File: src/rtl/codec_config_seq_pkg.sv
// Shared definitions for the codec configuration sequencer: codec register map,
// bus address, default volume and FSM state encoding.
package codec_config_seq_pkg;

    localparam logic [6:0] CODEC_I2C_ADDR = 7'h1A;
    localparam logic [6:0] DEFAULT_VOL    = 7'h79;

    localparam logic [6:0] REG_LHP_VOL   = 7'd2;
    localparam logic [6:0] REG_RHP_VOL   = 7'd3;
    localparam logic [6:0] REG_ANA_PATH  = 7'd4;
    localparam logic [6:0] REG_DIG_PATH  = 7'd5;
    localparam logic [6:0] REG_PWR_DOWN  = 7'd6;
    localparam logic [6:0] REG_DIG_IF    = 7'd7;
    localparam logic [6:0] REG_SAMPLE    = 7'd8;
    localparam logic [6:0] REG_ACTIVE    = 7'd9;
    localparam logic [6:0] REG_RESET     = 7'd15;

    typedef enum logic [2:0] {
        StPwrWait,
        StIssue,
        StWaitAccept,
        StWaitDone,
        StCheck,
        StReady,
        StVolIssue,
        StError
    } cfg_state_e;

    function automatic logic [15:0] cmd_word(input logic [6:0] addr, input logic [8:0] data);
        return {addr, data};
    endfunction

endpackage

File: src/rtl/codec_cfg_rom.sv
// Fixed codec init script: index -> 16-bit command word {reg_addr, reg_data}.
module codec_cfg_rom
    import codec_config_seq_pkg::*;
#(
    parameter int unsigned IDX_W = 4
) (
    input  logic [IDX_W-1:0] idx_i,
    output logic [15:0]      word_o
);

    always_comb begin
        word_o = 16'h0000;
        case (idx_i)
            IDX_W'(0): word_o = cmd_word(REG_RESET,    9'h000);
            IDX_W'(1): word_o = cmd_word(REG_PWR_DOWN, 9'h010);
            IDX_W'(2): word_o = cmd_word(REG_ANA_PATH, 9'h012);
            IDX_W'(3): word_o = cmd_word(REG_DIG_PATH, 9'h000);
            IDX_W'(4): word_o = cmd_word(REG_DIG_IF,   9'h002);
            IDX_W'(5): word_o = cmd_word(REG_SAMPLE,   9'h000);
            IDX_W'(6): word_o = cmd_word(REG_LHP_VOL,  9'h179);
            IDX_W'(7): word_o = cmd_word(REG_ACTIVE,   9'h001);
            IDX_W'(8): word_o = cmd_word(REG_PWR_DOWN, 9'h000);
            default:   word_o = 16'h0000;
        endcase
    end

endmodule

File: src/rtl/codec_config_seq.sv
// Codec configuration sequencer: waits for power-up, streams the init script to
// the byte-level I2C master, then services headphone-volume updates.
module codec_config_seq #(
    parameter logic [6:0]  CODEC_I2C_ADDR = codec_config_seq_pkg::CODEC_I2C_ADDR,
    parameter int unsigned POWERUP_CYCLES = 1_000_000,
    parameter int unsigned MAX_RETRY      = 3,
    parameter int unsigned CFG_LEN        = 9
) (
    input  logic        clk,
    input  logic        rst,
    output logic        i2c_start_o,
    output logic [6:0]  i2c_dev_o,
    output logic [15:0] i2c_word_o,
    input  logic        i2c_busy_i,
    input  logic        i2c_nack_i,
    input  logic        vol_req_i,
    input  logic [6:0]  vol_i,
    output logic        cfg_done_o,
    output logic        cfg_err_o,
    output logic        cfg_busy_o
);
    import codec_config_seq_pkg::*;

    localparam int unsigned PwrW = (POWERUP_CYCLES > 1) ? $clog2(POWERUP_CYCLES) : 1;
    localparam int unsigned RtyW = (MAX_RETRY > 0) ? $clog2(MAX_RETRY + 1) : 1;
    localparam int unsigned IdxW = (CFG_LEN > 1) ? $clog2(CFG_LEN) : 1;

    localparam logic [PwrW-1:0] PwrLast = PwrW'(POWERUP_CYCLES - 1);
    localparam logic [RtyW-1:0] RtyMax  = RtyW'(MAX_RETRY);
    localparam logic [IdxW-1:0] IdxLast = IdxW'(CFG_LEN - 1);

    cfg_state_e      state_q, state_d;
    logic [PwrW-1:0] pwr_cnt_q, pwr_cnt_d;
    logic [RtyW-1:0] retry_q, retry_d;
    logic [IdxW-1:0] idx_q, idx_d;
    logic [15:0]     word_q, word_d;
    logic [6:0]      vol_q, vol_d;
    logic            done_q, done_d;
    logic            pending_q, pending_d;
    logic            src_vol_q, src_vol_d;
    logic            phase_q, phase_d;
    logic            nack_q, nack_d;
    logic            start;
    logic [IdxW-1:0] rom_idx;
    logic [15:0]     rom_word;

    // In CHECK the ROM looks one entry ahead so the next word is ready on entry to ISSUE.
    assign rom_idx = (state_q == StCheck) ? idx_q + 1'b1 : idx_q;

    codec_cfg_rom #(
        .IDX_W (IdxW)
    ) u_rom (
        .idx_i  (rom_idx),
        .word_o (rom_word)
    );

    always_ff @(posedge clk or posedge rst) begin
        if (rst) begin
            state_q   <= StPwrWait;
            pwr_cnt_q <= '0;
            retry_q   <= '0;
            idx_q     <= '0;
            word_q    <= 16'h0000;
            vol_q     <= DEFAULT_VOL;
            done_q    <= 1'b0;
            pending_q <= 1'b0;
            src_vol_q <= 1'b0;
            phase_q   <= 1'b0;
            nack_q    <= 1'b0;
        end else begin
            state_q   <= state_d;
            pwr_cnt_q <= pwr_cnt_d;
            retry_q   <= retry_d;
            idx_q     <= idx_d;
            word_q    <= word_d;
            vol_q     <= vol_d;
            done_q    <= done_d;
            pending_q <= pending_d;
            src_vol_q <= src_vol_d;
            phase_q   <= phase_d;
            nack_q    <= nack_d;
        end
    end

    always_comb begin
        state_d   = state_q;
        pwr_cnt_d = pwr_cnt_q;
        retry_d   = retry_q;
        idx_d     = idx_q;
        word_d    = word_q;
        vol_d     = vol_q;
        done_d    = done_q;
        pending_d = pending_q;
        src_vol_d = src_vol_q;
        phase_d   = phase_q;
        nack_d    = nack_q;
        start     = 1'b0;

        unique case (state_q)
            StPwrWait: begin
                if (pwr_cnt_q == PwrLast) begin
                    word_d  = rom_word;
                    state_d = StIssue;
                end else begin
                    pwr_cnt_d = pwr_cnt_q + 1'b1;
                end
            end
            StIssue: begin
                if (!i2c_busy_i) begin
                    start   = 1'b1;
                    state_d = StWaitAccept;
                end
            end
            StWaitAccept: begin
                if (i2c_busy_i) state_d = StWaitDone;
            end
            StWaitDone: begin
                if (!i2c_busy_i) begin
                    nack_d  = i2c_nack_i;
                    state_d = StCheck;
                end
            end
            StCheck: begin
                if (nack_q) begin
                    if (retry_q < RtyMax) begin
                        retry_d = retry_q + 1'b1;
                        state_d = StIssue;
                    end else begin
                        state_d = StError;
                    end
                end else begin
                    retry_d = '0;
                    if (!src_vol_q) begin
                        if (idx_q < IdxLast) begin
                            idx_d   = idx_q + 1'b1;
                            word_d  = rom_word;
                            state_d = StIssue;
                        end else begin
                            done_d  = 1'b1;
                            state_d = StReady;
                        end
                    end else if (!phase_q) begin
                        // Right channel reuses the data field already sent to the left.
                        phase_d = 1'b1;
                        word_d  = {REG_RHP_VOL, word_q[8:0]};
                        state_d = StIssue;
                    end else begin
                        phase_d   = 1'b0;
                        src_vol_d = 1'b0;
                        state_d   = StReady;
                    end
                end
            end
            StReady: begin
                if (pending_q) state_d = StVolIssue;
            end
            StVolIssue: begin
                pending_d = 1'b0;
                src_vol_d = 1'b1;
                phase_d   = 1'b0;
                word_d    = cmd_word(REG_LHP_VOL, {2'b00, vol_q});
                state_d   = StIssue;
            end
            StError: begin
            end
            default: state_d = StPwrWait;
        endcase

        // Applied last so a request in the dispatch cycle re-arms pending.
        if (vol_req_i && state_q != StError) begin
            vol_d     = vol_i;
            pending_d = 1'b1;
        end
    end

    assign i2c_start_o = start;
    assign i2c_dev_o   = CODEC_I2C_ADDR;
    assign i2c_word_o  = word_q;
    assign cfg_done_o  = done_q;
    assign cfg_err_o   = (state_q == StError);
    assign cfg_busy_o  = !((state_q == StReady && !pending_q) || state_q == StError);

endmodule
File: config.mk
export PLATFORM = sky130hd
export DESIGN_NAME = codec_config_seq
export DESIGN_NICKNAME = d
export VERILOG_FILES = /design/src/rtl/codec_config_seq_pkg.sv /design/src/rtl/codec_cfg_rom.sv /design/src/rtl/codec_config_seq.sv
export SDC_FILE = /design/constraint.sdc
export NUM_CORES = 1
export LEC_CHECK = 0
export ABC_AREA = 1
export CORE_ASPECT_RATIO = 1.4
export CORE_MARGIN = 1
export CORE_UTILIZATION = 28
export DETAILED_ROUTE_END_ITERATION = 10
export GPL_TIMING_DRIVEN = 0
export HOLD_SLACK_MARGIN = 0.08
export PLACE_DENSITY = 0.49
export REMOVE_ABC_BUFFERS = 1
export SLEW_MARGIN = 20
export SYNTH_ARGS = -nofsm -noshare
export SYNTH_HDL_FRONTEND = slang
export SYNTH_SLANG_ARGS = --single-unit
File: constraint.sdc
create_clock -name clk -period 2.3 [get_ports clk]
set_input_delay 0.69 -clock clk [delete_from_list [all_inputs] [get_ports clk]]
set_output_delay 0.69 -clock clk [all_outputs]
set_load 0.01 [all_outputs]
==> out/results.tsv <==
metric	value	unit
Slew @ Worst Pin	675	ps
I/O Pins	39	
initial antenna violation count	0	
via count	2587	
RR Endpoint	pwr_cnt_q[11]	
Clock Skew	6.09	ps
Multi-input gate area	1570	sq um
FF/Latch Area	1340	sq um
DP HPWL	5330	um
via/cell ratio	4.41	
post-synth top area cell	dfrtp_1	
leak pwr	1.81	nW
crit end category	primary output	
Tcrit/Tclk final	95.9	%
Syn Inst Count	417	
Skew-Pair Late Insertion Delay	290	ps
Critical-path top delay cell	dfrtp_2	
total track usage	13.2	%
CTS root buffer	clkbuf_16	
vias in the first global route	2557	
routed length per placed instance	12.2	um
Die X	92.1	um
Max Clk Rate	0.453	GHz
status	finished clean	
Final min period	2210	ps
worst reg2reg path startpoint	pwr_cnt_q[0]	
Final Max Slew Viols	0	
Sink Count	53	
R2R cell count	10	
Placer Congestion	0.826	
setup tns final	0	ps
htree depth	2	
# nets final	461	
prevailing post-synth register cell	dfrtp_1	
leading cell type by number of instances after synthesis	nand2_1	
Netlist Area Pre-Place	3180	sq um
worst vdd ir	0.440	mV
final routed DRC violation total	0	
full die area	11800	sq um
number of buffers added on ports	27	
top cells by area, synth	dfrtp_1 (38%), nand2_1 (16%), nor2_1 (5.2%), inv_1 (5.0%), dfstp_2 (4.1%)	
die height	128	um
startpoint types	flip-flop	
flop2flop setup slack	400	ps
syn avg cell area	7.63	sq um
Yosys cell types	39	
Syn-to-layout area delta	16.9	%
CP required	1610	ps
slew margin rel.	55.0	%
MaxCap Viol Count	0	
largest net degree at the start of global routing	54	
Crit Path Class	reg2out	
layout cells sized above 1	12.6	%
Setup violations, final	0	
CP Cell Sequence	buf_4, nor2_2, a31oi_2, dlygate4sd2_1	
Post-DP Area	3520	sq um
number of synthesized flops with an enable pin	0	
register area share after synthesis	41.9	%
ys async rst share	100	%
Final Hold Viols	0	
wirelength, routed	7140	um
diode count	0	
RSZ-0062 raised after global routing	no	
TritonCTS clock tree	built	
Yosys reg bits	53	
Synth top area share	37.8	%
Clock Tree Buf Depth	2	
Hold-fix buffers, CTS	0	
top post-synthesis cells by count	nand2_1 (135), dfrtp_1 (48), nor2_1 (44), inv_1 (42), nand3_1 (20)	
initial drt markers	73	
end of the critical path	cfg_busy_o	
CTS clock-pin slew for the worst setup and hold paths	70	ps
Hold WS	472	ps
pwr/cell area	1030	nW/um^2
crit path DAT	1520	ps
ANT nets after route	0	
first-pass GRT wire length	12300	um
max incr delay on CP	420	ps
Row Count	45	
critical path peak fanout	9	
Hold WC Path Type	reg2reg	
FILL cells	1182	
min-delay src	vol_q[0]	
Synth warnings	0	
Overflow after GRT	0	
starting density of the core	29.0	%
CP startpoint	state_q[1]	
fin area	3720	sq um
core area	11000	sq um
TritonRoute pass-1 iters	4	
TritonCTS Buffers	5	
-- per-layer routing --
metal	share of wire [%]	GRT usage [%]	up-vias	routed length [um]
met1	42	14.7	1218	3010
met3	1.7	1.90	10	124
met5	0	0	-	0
li1	-	-	1337	-
met2	54	25.2	22	3870
met4	1.7	4.50	0	124
-- where the power goes --
part,internal (mW),leakage [nW],switching [mW],total (mW)
Clock,0.545,0.0841,0.338,0.882
Combinational,0.565,1.05,1.02,1.58
Sequential,1.16,0.670,0.189,1.35
Total,2.27,1.81,1.54,3.82
-- registers in the layout, indices dropped and copies added (netlist names) --
signal      cells
cfg_done_o      1
i2c_word_o     12
idx_q           4
nack_q          1
pending_q       1
phase_q         1
pwr_cnt_q      20
retry_q         2
src_vol_q       1
state_q         3
vol_q           7
-- layout by cell type (no fill, tap or decap), drive strengths merged, types with 6 or more instances in the layout --
cell           instances
nor2                  49
conb                  11
nand2                148
inv                   48
clkbuf                 7
clkdlybuf4s50         24
o21ai                 20
dfrtp                 48
nand4                  6
nor3                   8
xor2                  13
nand3                 22
a21oi                  9
-- final cells by class --
class / count / area share [%]
clock buffer: 7 / 3.84
sequential: 53 / 35.9
inverter: 48 / 5.05
multi-input combinational: 307 / 42.2
timing repair buffer: 29 / 7.47
clock inverter: 1 / 0.808
tap: 141 / 4.74
-- metrics by stage --
stage,instances,power (mW),util (%),setup WS [ps]
after detailed placement,576,2.94,32.1,-381
after CTS,586,3.88,33.8,6.89
after global routing,586,4.14,33.9,0.351
after floorplan,408,2.43,-,332
after global placement,576,2.90,32.0,-843
final,586,3.82,33.9,93.8
-- worst min path at each step --
stage,to,slack (ps),cells after the start
3_3_place_gp,vol_q[5],460,2
3_5_place_dp,vol_q[0],470,2
4_1_cts,vol_q[0],480,2
5_1_grt,vol_q[0],500,2
6_report,vol_q[0],470,2
2_1_floorplan,vol_q[0],450,2
-- what timing repair did --
item | CTS | global route
buffers inserted | 2 | 0
pin swaps | 2 | 1
resized for setup | 12 | 1
setup endpoints to repair | 3 | 2
-- critical path: cells and delay by family (launching register included) --
| kind | cells | cell delay (ps) |
|---|---|---|
| AO/OA/AOI/OAI | 1 | 140 |
| buffers and inverters | 2 | 500 |
| flip-flops | 1 | 420 |
| AND/OR/NAND/NOR | 1 | 170 |
-- logic make-up after synthesis --
logic type	count (synthesis)	share of synthesized area [%]
other cells	2	0.236
mux	3	1.06
fa+ha+maj	5	1.97
xor+xnor	16	4.64
simple gates	237	33.6
compound gates	35	6.21
flops	53	41.9
buf+inv	66	10.4
Note: power is estimated with default switching activity, not from simulation.
